==> src/rtl/dsp48a1_mac_ctrl_pkg.sv <==
// rtl/dsp48a1_mac_ctrl_pkg.sv - shared constants and FSM states for the DSP48A1 MAC controller
package dsp48a1_mac_ctrl_pkg;

  // X=M, Z=0: load the first product into P
  localparam logic [7:0] OPMODE_LOAD = 8'h01;
  // X=M, Z=P: add the product to the running sum
  localparam logic [7:0] OPMODE_ACC  = 8'h09;

  // A1 -> M -> P register stages inside the DSP slice
  localparam int DSP_PIPE_DEPTH = 3;

  typedef enum logic [1:0] {
    IDLE  = 2'd0,
    RUN   = 2'd1,
    DRAIN = 2'd2,
    DONE  = 2'd3
  } state_t;

endpackage

==> src/rtl/valid_pipe.sv <==
// rtl/valid_pipe.sv - sample-valid delay line with the first-sample flag at its head stage
module valid_pipe
  import dsp48a1_mac_ctrl_pkg::*;
#(
  parameter int DEPTH = DSP_PIPE_DEPTH - 1
) (
  input  logic             clk,
  input  logic             rst,
  input  logic             valid_in,
  input  logic             first_in,
  output logic [DEPTH-1:0] valid,
  output logic             first_head
);

  // Shift acceptances down the pipe; the first flag is only needed where OPMODE is chosen
  always_ff @(posedge clk) begin
    if (rst) begin
      valid      <= '0;
      first_head <= 1'b0;
    end else begin
      valid      <= {valid[DEPTH-2:0], valid_in};
      first_head <= valid_in & first_in;
    end
  end

endmodule

==> src/rtl/dsp48a1_mac_ctrl.sv <==
// rtl/dsp48a1_mac_ctrl.sv - dot-product sequencer driving a DSP48A1 multiply-accumulate slice
module dsp48a1_mac_ctrl
  import dsp48a1_mac_ctrl_pkg::*;
#(
  parameter int A_DATA_WIDTH = 18,
  parameter int B_DATA_WIDTH = 18,
  parameter int P_DATA_WIDTH = 48,
  parameter int LEN_WIDTH    = 16
) (
  input  logic                    CLK,
  input  logic                    RST,
  input  logic                    START,
  input  logic [LEN_WIDTH-1:0]    LEN,
  output logic                    START_READY,
  input  logic                    IN_VALID,
  input  logic [A_DATA_WIDTH-1:0] IN_A,
  input  logic [B_DATA_WIDTH-1:0] IN_B,
  output logic                    IN_READY,
  output logic                    RES_VALID,
  input  logic                    RES_READY,
  output logic [P_DATA_WIDTH-1:0] RES,
  output logic                    BUSY,
  output logic [A_DATA_WIDTH-1:0] DSP_A,
  output logic [B_DATA_WIDTH-1:0] DSP_B,
  output logic [7:0]              DSP_OPMODE,
  output logic                    DSP_CEA,
  output logic                    DSP_CEB,
  output logic                    DSP_CEM,
  output logic                    DSP_CEP,
  output logic                    DSP_CEOPMODE,
  output logic                    DSP_RST,
  input  logic [P_DATA_WIDTH-1:0] DSP_P
);

  // The A1/B1 stage is loaded directly by the acceptance, so only M and P need tracking
  localparam int PIPE_STAGES = DSP_PIPE_DEPTH - 1;

  state_t                 state;
  logic [LEN_WIDTH-1:0]   len_q;
  logic [LEN_WIDTH-1:0]   count;
  logic                   start_fire;
  logic                   accept;
  logic                   last_accept;
  logic [PIPE_STAGES-1:0] vld;
  logic                   first_head;

  assign start_fire  = (state == IDLE) && START;
  assign IN_READY    = !RST && (state == RUN) && (count < len_q);
  assign accept      = IN_VALID && IN_READY;
  assign last_accept = accept && ((count + LEN_WIDTH'(1)) == len_q);

  // The DSP reset shares the start cycle, so P is already zero when RUN begins
  assign DSP_RST      = RST | start_fire;
  assign DSP_A        = IN_A;
  assign DSP_B        = IN_B;
  assign DSP_CEA      = accept;
  assign DSP_CEB      = accept;
  assign DSP_CEM      = vld[0] && !RST;
  assign DSP_CEP      = vld[PIPE_STAGES-1] && !RST;
  assign DSP_CEOPMODE = 1'b1;
  // OPMODE is registered inside the DSP, so it is presented alongside CEM and used with CEP
  assign DSP_OPMODE   = (vld[0] && !RST) ? (first_head ? OPMODE_LOAD : OPMODE_ACC) : 8'h00;

  // P holds still once CEP drops, so the result is read straight from the slice
  assign RES         = DSP_P;
  assign RES_VALID   = (state == DONE) && !RST;
  assign BUSY        = (state != IDLE) && !RST;
  assign START_READY = (state == IDLE) && !RST;

  valid_pipe #(
    .DEPTH(PIPE_STAGES)
  ) u_valid_pipe (
    .clk       (CLK),
    .rst       (RST),
    .valid_in  (accept),
    .first_in  (count == '0),
    .valid     (vld),
    .first_head(first_head)
  );

  // Job sequencing: latch length, count acceptances, wait for the pipe, hand off the result
  always_ff @(posedge CLK) begin
    if (RST) begin
      state <= IDLE;
      len_q <= '0;
      count <= '0;
    end else begin
      case (state)
        IDLE: begin
          if (START) begin
            len_q <= LEN;
            count <= '0;
            state <= (LEN == '0) ? DONE : RUN;
          end
        end
        RUN: begin
          if (accept) begin
            count <= count + LEN_WIDTH'(1);
            if (last_accept) begin
              state <= DRAIN;
            end
          end
        end
        DRAIN: begin
          // Leave once only the P stage still holds work; it commits on this same edge
          if (vld[PIPE_STAGES-2:0] == '0) begin
            state <= DONE;
          end
        end
        DONE: begin
          if (RES_READY) begin
            state <= IDLE;
          end
        end
        default: state <= IDLE;
      endcase
    end
  end

endmodule
==> config.mk <==
export PLATFORM = sky130hd
export DESIGN_NAME = dsp48a1_mac_ctrl
export DESIGN_NICKNAME = d
export VERILOG_FILES = /design/src/rtl/dsp48a1_mac_ctrl_pkg.sv /design/src/rtl/valid_pipe.sv /design/src/rtl/dsp48a1_mac_ctrl.sv
export SDC_FILE = /design/constraint.sdc
export NUM_CORES = 1
export LEC_CHECK = 0
export ABC_AREA = 1
export CORE_MARGIN = 2
export CORE_UTILIZATION = 40
export DETAILED_ROUTE_END_ITERATION = 8
export PLACE_DENSITY_LB_ADDON = 0.25
export SYNTH_ARGS = -nofsm -noshare
export SYNTH_HDL_FRONTEND = slang
export SYNTH_HIERARCHICAL = 1
export SYNTH_SLANG_ARGS = --single-unit
==> constraint.sdc <==
create_clock -name CLK -period 3 [get_ports CLK]
set_clock_uncertainty 0.15 [all_clocks]
set_input_delay 0.6 -clock CLK [delete_from_list [all_inputs] [get_ports CLK]]
set_output_delay 0.6 -clock CLK [all_outputs]
set_load 0.05 [all_outputs]
* Yosys cells after proc, flatten, opt, wreduce, memory -nomap -nowiden *
Cells that the tools add are included.

word-level totals
  word-level logic and storage cells = 49
  input bits = 105
  bits in registers = 37
  output and inout bits = 102

cells by class
  add/sub/neg operators = 1
  multiplexer cells = 12
  equal/unequal tests = 9
  order comparisons = 1
  bitwise logic cells = 2
  reductions and logical operators = 19

operator list
  operator                                              count
  logical NOT 16 bit                                    2
  two-way mux 16 bit                                    2
  one-hot mux 16 bit (2 select lines)                   1
  adder 16 x 1 -> 16 bit (second input constant)        1
  equality test 16 bit                                  1
  less-than comparator 16 bit                           1
  two-way mux 2 bit                                     6
  logical AND 1 bit                                     10
  inequality test 2 bit (second input constant)         5
  two-way mux 4 bit                                     2
  one-hot mux 2 bit (4 select lines)                    1
  AND reduction 5 bit                                   1
  equality test 2 bit (second input constant)           2
  nonzero test 2 bit                                    2
  AND reduction 3 bit                                   1
  equality test 2 x 1 -> 1 bit (second input constant)  1
  logical NOT 2 bit                                     1
  AND reduction 2 bit                                   1
  bitwise AND 1 bit                                     1
  logical NOT 1 bit                                     1
  OR 1 bit                                              1

* Depth between registers and ports, before layout *
Gate-level depths: netlist of the first run.

  depth after elaboration = 8
  depth in mapped cells = 16
  gate-level depth less buffers = 16

* Modules after synthesis *
The synthesis of the first run kept the hierarchy.

by module, submodules not included
  module            area each (µm²)  cells an instance  times used  sequential area each (µm²)
  dsp48a1_mac_ctrl  3198.1           491                1           680.7
  valid_pipe        85.1             9                  1           60.1

* Worst setup path before layout of the first run *
No wires, ideal clock.

  kind = input to output
  start point = in RST
  end point = out DSP_OPMODE[0]
  path buffers = 2
  arrival time = 1.821 ns
  data required time = 2.250 ns
  stages on the path = 3
  setup slack = 0.429 ns
  cells stage by stage = clkbuf_1 -> nor2_1 -> buf_4

between the ends
  longest elaborated chain between the ends = 3

ends and longest elaborated chain
  item               RTL line                text
  from (decl)        dsp48a1_mac_ctrl.sv:11  input logic RST,
  logical NOT 1 bit  --
  logical AND 1 bit  --
  net DSP_CEM        dsp48a1_mac_ctrl.sv:28  output logic DSP_CEM,
  two-way mux 4 bit  dsp48a1_mac_ctrl.sv:62  assign DSP_OPMODE = (vld[0] && !RST) ? (first_head ? OPMODE_LOAD : OPMODE_ACC) : 8'h00;
  to (decl)          dsp48a1_mac_ctrl.sv:25  output logic [7:0] DSP_OPMODE,

The timed path passes the listed nets, and every way through them passes these cells.

* Worst setup path after layout of the first run *
  start point = reg len_q[9]
  end point = out DSP_CEA

between the ends
  longest elaborated chain between the ends = 3

ends and longest elaborated chain
  item                         RTL line                text
  from (decl)                  dsp48a1_mac_ctrl.sv:39  logic [LEN_WIDTH-1:0] len_q;
  from (signal assigned)       dsp48a1_mac_ctrl.sv:85  len_q <= '0;
  from (signal assigned)       dsp48a1_mac_ctrl.sv:91  len_q <= LEN;
  less-than comparator 16 bit  dsp48a1_mac_ctrl.sv:48  assign IN_READY = !RST && (state == RUN) && (count < len_q);
  logical AND 1 bit            dsp48a1_mac_ctrl.sv:48
  logical AND 1 bit            dsp48a1_mac_ctrl.sv:49  assign accept = IN_VALID && IN_READY;
  to (decl)                    dsp48a1_mac_ctrl.sv:26  output logic DSP_CEA,

Every way passes these cells.

==> summary.txt, run 1 <==
Status
  – Status: complete, no violations

Place
  – Dpl hpwl: 6.29 mm
  – Placer Congestion: 0.918
  – Setup Slack @ Placement: 0.230 ns
  – Buffers on Ports: 31

Yosys
  – EDFF count, synth: 0
  – Synth Flop Type: dfxtp_1
  – Cells after Synth: 500
  – Sequential fraction of the synthesis area: 22.6%
  – Avg Cell Area, Syn: 6.57 sq um
  – Ys Warns: 6
  – Yosys reg bits: 37
  – Post-synth cell types: 24
  – Cell Area, Synth: 3280 sq um
  – Synth async-reset ratio: 0%

STA
  – Hold Slack: 0.325 ns
  – Post-Route Setup TNS: 0 ns
  – Fmax: 0.363 GHz
  – Min Tclk post-route: 2.75 ns
  – Slew HR: 62.6%
  – Max-slew violations: 0
  – RSZ-0062 raised after global routing: false
  – Final period util: 91.7%
  – Slew of the pin with the lowest slew margin: 0.556 ns
  – Final setup fails: 0
  – Final Hold Vio Count: 0
  – Setup WS post-layout: 0.248 ns

Die
  – Initial Util: 40.6%
  – Core ar.: 8090 sq um
  – Die area: 8950 sq um
  – Num ports: 207
  – Die Y: 94.6 um
  – Chip width: 94.6 um
  – Num rows: 33

Power and ir drop
  – Combinational Power Share: 55.7%
  – VDD IR max: 0.416 mV
  – Seq pwr share: 30.2%
  – Pwr per Cell Area: 733 nW/um^2
  – Sw Share: 48.2%
  – P_sw: 1.14 mW
  – Int Power: 1.23 mW
  – Clk pwr share: 14.1%
  – P_leak: 1.33 nW

Critical path
  – Crit Path Max Fanout: 5
  – Startpoint types: flop
  – Critical Path RT: 2.25 ns
  – CP Capture Type: output port
  – CP arrival: 2.00 ns
  – Crit path kind: reg -> out

Finish
  – Sequential cell area: 741 sq um
  – Area grow syn2layout: -1.68%
  – Diodes inserted: 0
  – Layout cell share with drive strength beyond 1: 7.19%
  – Fillcell total: 903
  – Layout Nets: 573
  – Multi-input logic area: 1630 sq um

Clock tree
  – Clock Latency Late Sink: 0.29 ns
  – Reg clk slew, reported paths: 0.07 ns
  – Cell at the root of the clock tree: clkbuf_8
  – Clock Tree Buf Depth: 2
  – H-tree Lvls: 2
  – Sinks on Clock Net: 37
  – TritonCTS clock tree: built
  – CTS Buf Count: 5

Detailed routing
  – Average wire per standard cell: 14.9 um
  – DRT Pass-1 Iters: 4
  – Vias per cell: 5.07
  – Via count: 2791
  – Routed Antenna Nets: 0
  – Residual DRC: 0
  – Drt total wl: 8.22 mm
  – DR iter-0 viols: 151

GRT
  – Initial antenna violation count: 0
  – All-Layer GR Usage: 19.2%
  – Number of global-route vias before repair: 2745
  – Largest net degree at the start of global routing: 32
  – GR Overflow Total: 0
  – First-pass GRT wire length: 13.4 mm

Min path
  – Hold Path Class: reg -> reg

Flow run
  – Max Cap Viol: 0
## layout make-up
| class | instances | area share [%] |
|---|---|---|
| Clock buffer | 5 | 2.13 |
| Sequential cell | 37 | 22.9 |
| Multi-Input combinational cell | 316 | 50.6 |
| Clock inverter | 1 | 0.155 |
| Timing Repair Buffer | 37 | 14.4 |
| Inverter | 49 | 5.70 |
| Tap cell | 105 | 4.07 |
## synth_stat cells, drive strengths merged (2+ instances only)
cell type | number | area, sq um
nand3 | 40 | 200
clkbuf | 8 | 30.0
a21oi | 47 | 235
xor2 | 3 | 26.3
nand2 | 97 | 369
conb | 2 | 7.51
buf | 95 | 714
o21ai | 34 | 170
inv | 48 | 180
nor4 | 6 | 37.5
nor2 | 45 | 199
dfxtp | 37 | 741
nand4 | 12 | 75.1
ha | 22 | 275
## placed cells by master (no fill, tap or decap), drive strengths merged
cell,n
nor2,45
conb,7
and2,1
xor2,3
buf,17
dfxtp,37
nand3,40
clkbuf,5
nand4,12
nor4,6
a21oi,47
clkdlybuf4s50,20
nor3,1
ha,22
o21ai,34
nand2,97
clkinv,2
inv,48
a211oi,1
## kinds of logic (layout without fill, tap and decap cells)
kind of cell    count (synthesis)  after routing  synth area share [%]
other cells                     2              7                 0.229
fa+ha+maj                      22             22                  8.38
compound gates                 82             82                  12.6
simple gates                  202            202                  27.2
buf+inv                       152             92                  28.3
flops                          37             37                  22.6
xor+xnor                        3              3                 0.800
## power by group through the flow
stage / sequential [mW] / clock (mW) / combinational (mW)
floorplan: 0.690 / 0 / 1.22
global placement: 0.719 / 0 / 1.30
global route: 0.729 / 0.363 / 1.49
finish: 0.715 / 0.334 / 1.32
CTS: 0.711 / 0.350 / 1.32
detailed placement: 0.721 / 0 / 1.31
## final timing paths
kind         endpoint  slack, ns  cells after the start      from
min          len_q[0]       0.32                      2  len_q[0]
min reg2reg  len_q[0]       0.32                      2  len_q[0]
max           DSP_CEA       0.25                     10  len_q[9]
max reg2reg  state[0]       0.59                     14  count[1]
## state kept, by name, summed over array words and instances, names as in the netlist
register	flops
len_q	16
u_valid_pipe/valid	2
state	2
u_valid_pipe/first_head	1
count	16
## metal layers
metal	vias to the layer above	global-route usage, %	part of all wire (%)
li1	1417	-	-
met1	1239	24.2	45
met2	95	31.8	46
met3	40	3.83	6.6
met4	0	8.33	2.1
met5	-	0	0
## stage by stage
step	total power [mW]	instance area, sq um	instances	utilization, %
global route	2.58	3230	550	39.9
global placement	2.02	3150	544	39.0
floorplan	1.91	3300	505	-
detailed placement	2.03	3150	544	39.0
CTS	2.38	3230	550	39.9
finish	2.37	3230	550	39.9
## critical path, cell delays in order, from the launching register on
cell     delay (ns)
dfxtp_1        0.33
inv_1          0.07
ha_1           0.31
a21oi_1        0.21
o21ai_0        0.13
nand2_1        0.07
nand2_1        0.04
nor2_1         0.12
nand3_1        0.12
inv_2          0.16
buf_12         0.16
## timing repair
item,CTS,global route
setup endpoints to repair,0,2
hold buffers,0,0
gates resized for setup,0,1
buffers inserted,0,0
(Power assumes the default switching activity.)
==> run 2, diff against run 1 <==
--- a/config.mk
+++ b/config.mk
@@ -9,7 +9,7 @@
 export CORE_MARGIN = 2
 export CORE_UTILIZATION = 40
 export DETAILED_ROUTE_END_ITERATION = 8
-export PLACE_DENSITY_LB_ADDON = 0.25
+export PLACE_DENSITY = 0.87
 export SYNTH_ARGS = -nofsm -noshare
 export SYNTH_HDL_FRONTEND = slang
 export SYNTH_HIERARCHICAL = 1
==> run 2 against run 1 <==
  * Clock-buffer cell count is 2 higher
  * Largest cell class unchanged
  * Total power is 2.6% higher
  * Utilization up 0.45 points
  * Flip-flop and latch count stayed put
  * Cell count rose by 0.73%
  * Maximum frequency is 1.9% lower
  * Hold slack better by 0.0012 ns
  * First-iteration DRC count rose by 79%
  * Clock power up 7.5%
  * Highest routed layer unchanged
  * Critical path type unchanged
==> summary.txt, run 2 (synthesis results as in run 1) <==
GRT
  – Initial antenna violation count: 0
  – GR Overflow Total: 0
  – All-Layer GR Usage: 18.7%
  – First-pass GRT wire length: 13.3 mm
  – Largest net degree at the start of global routing: 32
  – Number of global-route vias before repair: 2924

Critical path
  – Slowest-stage cell, CP: dfxtp_1
  – Path depth of the worst reg2reg path: 16
  – Worst reg2reg path endpoint: state[1]
  – Crit-path cells: inv_1 > ha_1 > inv_1 > a21oi_1 > o21ai_0 > nand2_1 > nand3_1 > nand2_1 > nand3_1 > inv_2 > buf_12
  – R2R setup slack: 0.59 ns
  – Reg-to-Reg Start: count[1]
  – Largest stage delay, worst path: 0.38 ns
  – CP arrival: 2.06 ns
  – Critical Path RT: 2.25 ns
  – Startpoint types: flop
  – Crit Path Max Fanout: 5
  – CP bufs+invs: 4
  – Crit path kind: reg -> out
  – Cell family with most CP delay: buffers and inverters
  – CP Capture Type: output port

Status
  – Status: complete, no violations

Place
  – Buffers on Ports: 31
  – Setup Slack @ Placement: 0.191 ns
  – # placed instances: 545
  – Placed Area: 3160 sq um
  – Dpl hpwl: 6.37 mm
  – Placer Congestion: 0.917

Min path
  – Hold Path Class: reg -> reg
  – Worst hold path cell count: 2
  – Worst Min Path Start: u_valid_pipe/valid[0]
  – Hold EP: u_valid_pipe/valid[1]

STA
  – Max-slew violations: 0
  – Min Tclk post-route: 2.81 ns
  – Fmax: 0.356 GHz
  – Post-Route Setup TNS: 0 ns
  – Final period util: 93.5%
  – Slew of the pin with the lowest slew margin: 0.525 ns
  – Hold Slack: 0.326 ns
  – Setup WS post-layout: 0.194 ns
  – Final setup fails: 0
  – Final Hold Vio Count: 0
  – Slew HR: 64.7%

Power and ir drop
  – VDD IR max: 0.520 mV
  – P_leak: 1.35 nW
  – Pwr per Cell Area: 744 nW/um^2
  – Design Power: 2.43 mW

Die
  – Die area: 8950 sq um
  – Chip width: 94.6 um
  – Core ar.: 8090 sq um
  – Die Y: 94.6 um
  – Num ports: 207
  – Initial Util: 40.6%
  – Num rows: 33

Detailed routing
  – DR iter-0 viols: 271
  – Vias per cell: 5.46
  – Drt total wl: 8.21 mm
  – Routed Antenna Nets: 0
  – Residual DRC: 0
  – Average wire per standard cell: 14.8 um
  – Via count: 3027
  – DRT Pass-1 Iters: 5

Finish
  – Top Registers: count x16, len_q x16
  – Post-layout util: 40.3%
  – Final instance area: 3260 sq um
  – Commonest non-fill, non-tap cell in the layout: nand2_1
  – Diodes inserted: 0
  – Most frequent cells in the layout: 95 x nand2_1, 47 x inv_1, 47 x a21oi_1
  – Fillcell total: 820
  – Layout cell share with drive strength beyond 1: 8.02%
  – Post-Layout Cell Count: 554
  – Layout Nets: 576
  – Area grow syn2layout: -0.572%

Clock tree
  – H-tree Lvls: 2
  – Reg clk slew, reported paths: 0.07 ns
  – CTS Buf Count: 5
  – Clock Tree Buf Depth: 2
  – TritonCTS clock tree: built
  – Cell at the root of the clock tree: clkbuf_8
  – Sinks on Clock Net: 37
  – Clock Latency Late Sink: 0.29 ns

Flow run
  – Max Cap Viol: 0
==> run 2: changes by cell type in the layout (fill, tap and decap cells not counted) <==
cell      delta
dfxtp_2      +1
dfxtp_1      -1
clkbuf_8     +1
clkbuf_1     +1
buf_4        +3
clkinv_2     -1
==> run 2: where the power goes <==
part	total [mW]	switching [mW]	internal, mW
logic	1.35	0.868	0.485
registers	0.716	0.105	0.610
clock network	0.359	0.176	0.182
total	2.43	1.15	1.28
==> run 2: layout make-up <==
cell class | instances | area (sq um) | area share [%]
Sequential cell | 37 | 742 | 22.7
Inverter | 49 | 184 | 5.63
Tap cell | 105 | 131 | 4.02
Multi-Input combinational cell | 316 | 1630 | 50.0
Timing Repair Buffer | 40 | 488 | 14.9
Clock buffer | 7 | 86.3 | 2.64
==> run 2: timing repair <==
item,4_1_cts,5_1_grt
hold endpoints to repair,0,0
hold buffers,0,0
gates resized for setup,0,2
endpoints found under the setup margin,0,2
setup buffers,0,2
==> run 2: worst max-delay path by stage <==
| stage | slack, ns | cells after the start | from | to |
|---|---|---|---|---|
| floorplan | 0.43 | 3 | RST | DSP_OPMODE[0] |
| CTS | 0.11 | 9 | count[3] | DSP_CEB |
| finish | 0.19 | 11 | count[0] | DSP_CEB |
| global placement | 0.25 | 9 | RST | DSP_CEA |
| global route | -0.007 | 10 | len_q[3] | DSP_CEB |
| detailed placement | 0.19 | 9 | RST | DSP_CEB |
==> run 2: routing by layer <==
layer	track usage [%]	wire length [um]	vias up
met5	0	0	-
met2	32.7	4120	188
met3	4.31	751	49
li1	-	-	1432
met4	10.0	285	0
met1	21.1	3050	1358
==> run 2: worst register-to-register path, cell delays in order, from the launching register on <==
cell and delay (ns):
dfxtp_1 0.44, ha_1 0.27, nand2_1 0.12, nor2_4 0.21, nand2_1 0.10, nand3_1 0.08
nand2_1 0.06, nor2_1 0.14, nand2_1 0.10, nor2_1 0.10, nand2_1 0.06, nor2_1 0.11
nand3_1 0.09, nand2_2 0.10, nand3_1 0.08, nand2_1 0.08, nor2_1 0.04
==> run 3, diff against run 2 <==
--- a/config.mk
+++ b/config.mk
@@ -8,6 +8,7 @@
 export ABC_AREA = 1
 export CORE_MARGIN = 2
 export CORE_UTILIZATION = 40
+export CTS_CLUSTER_DIAMETER = 100
 export DETAILED_ROUTE_END_ITERATION = 8
 export PLACE_DENSITY = 0.87
 export SYNTH_ARGS = -nofsm -noshare
==> results of run 3 <==
Final layout, timing and power as in run 2 (identical DEF).
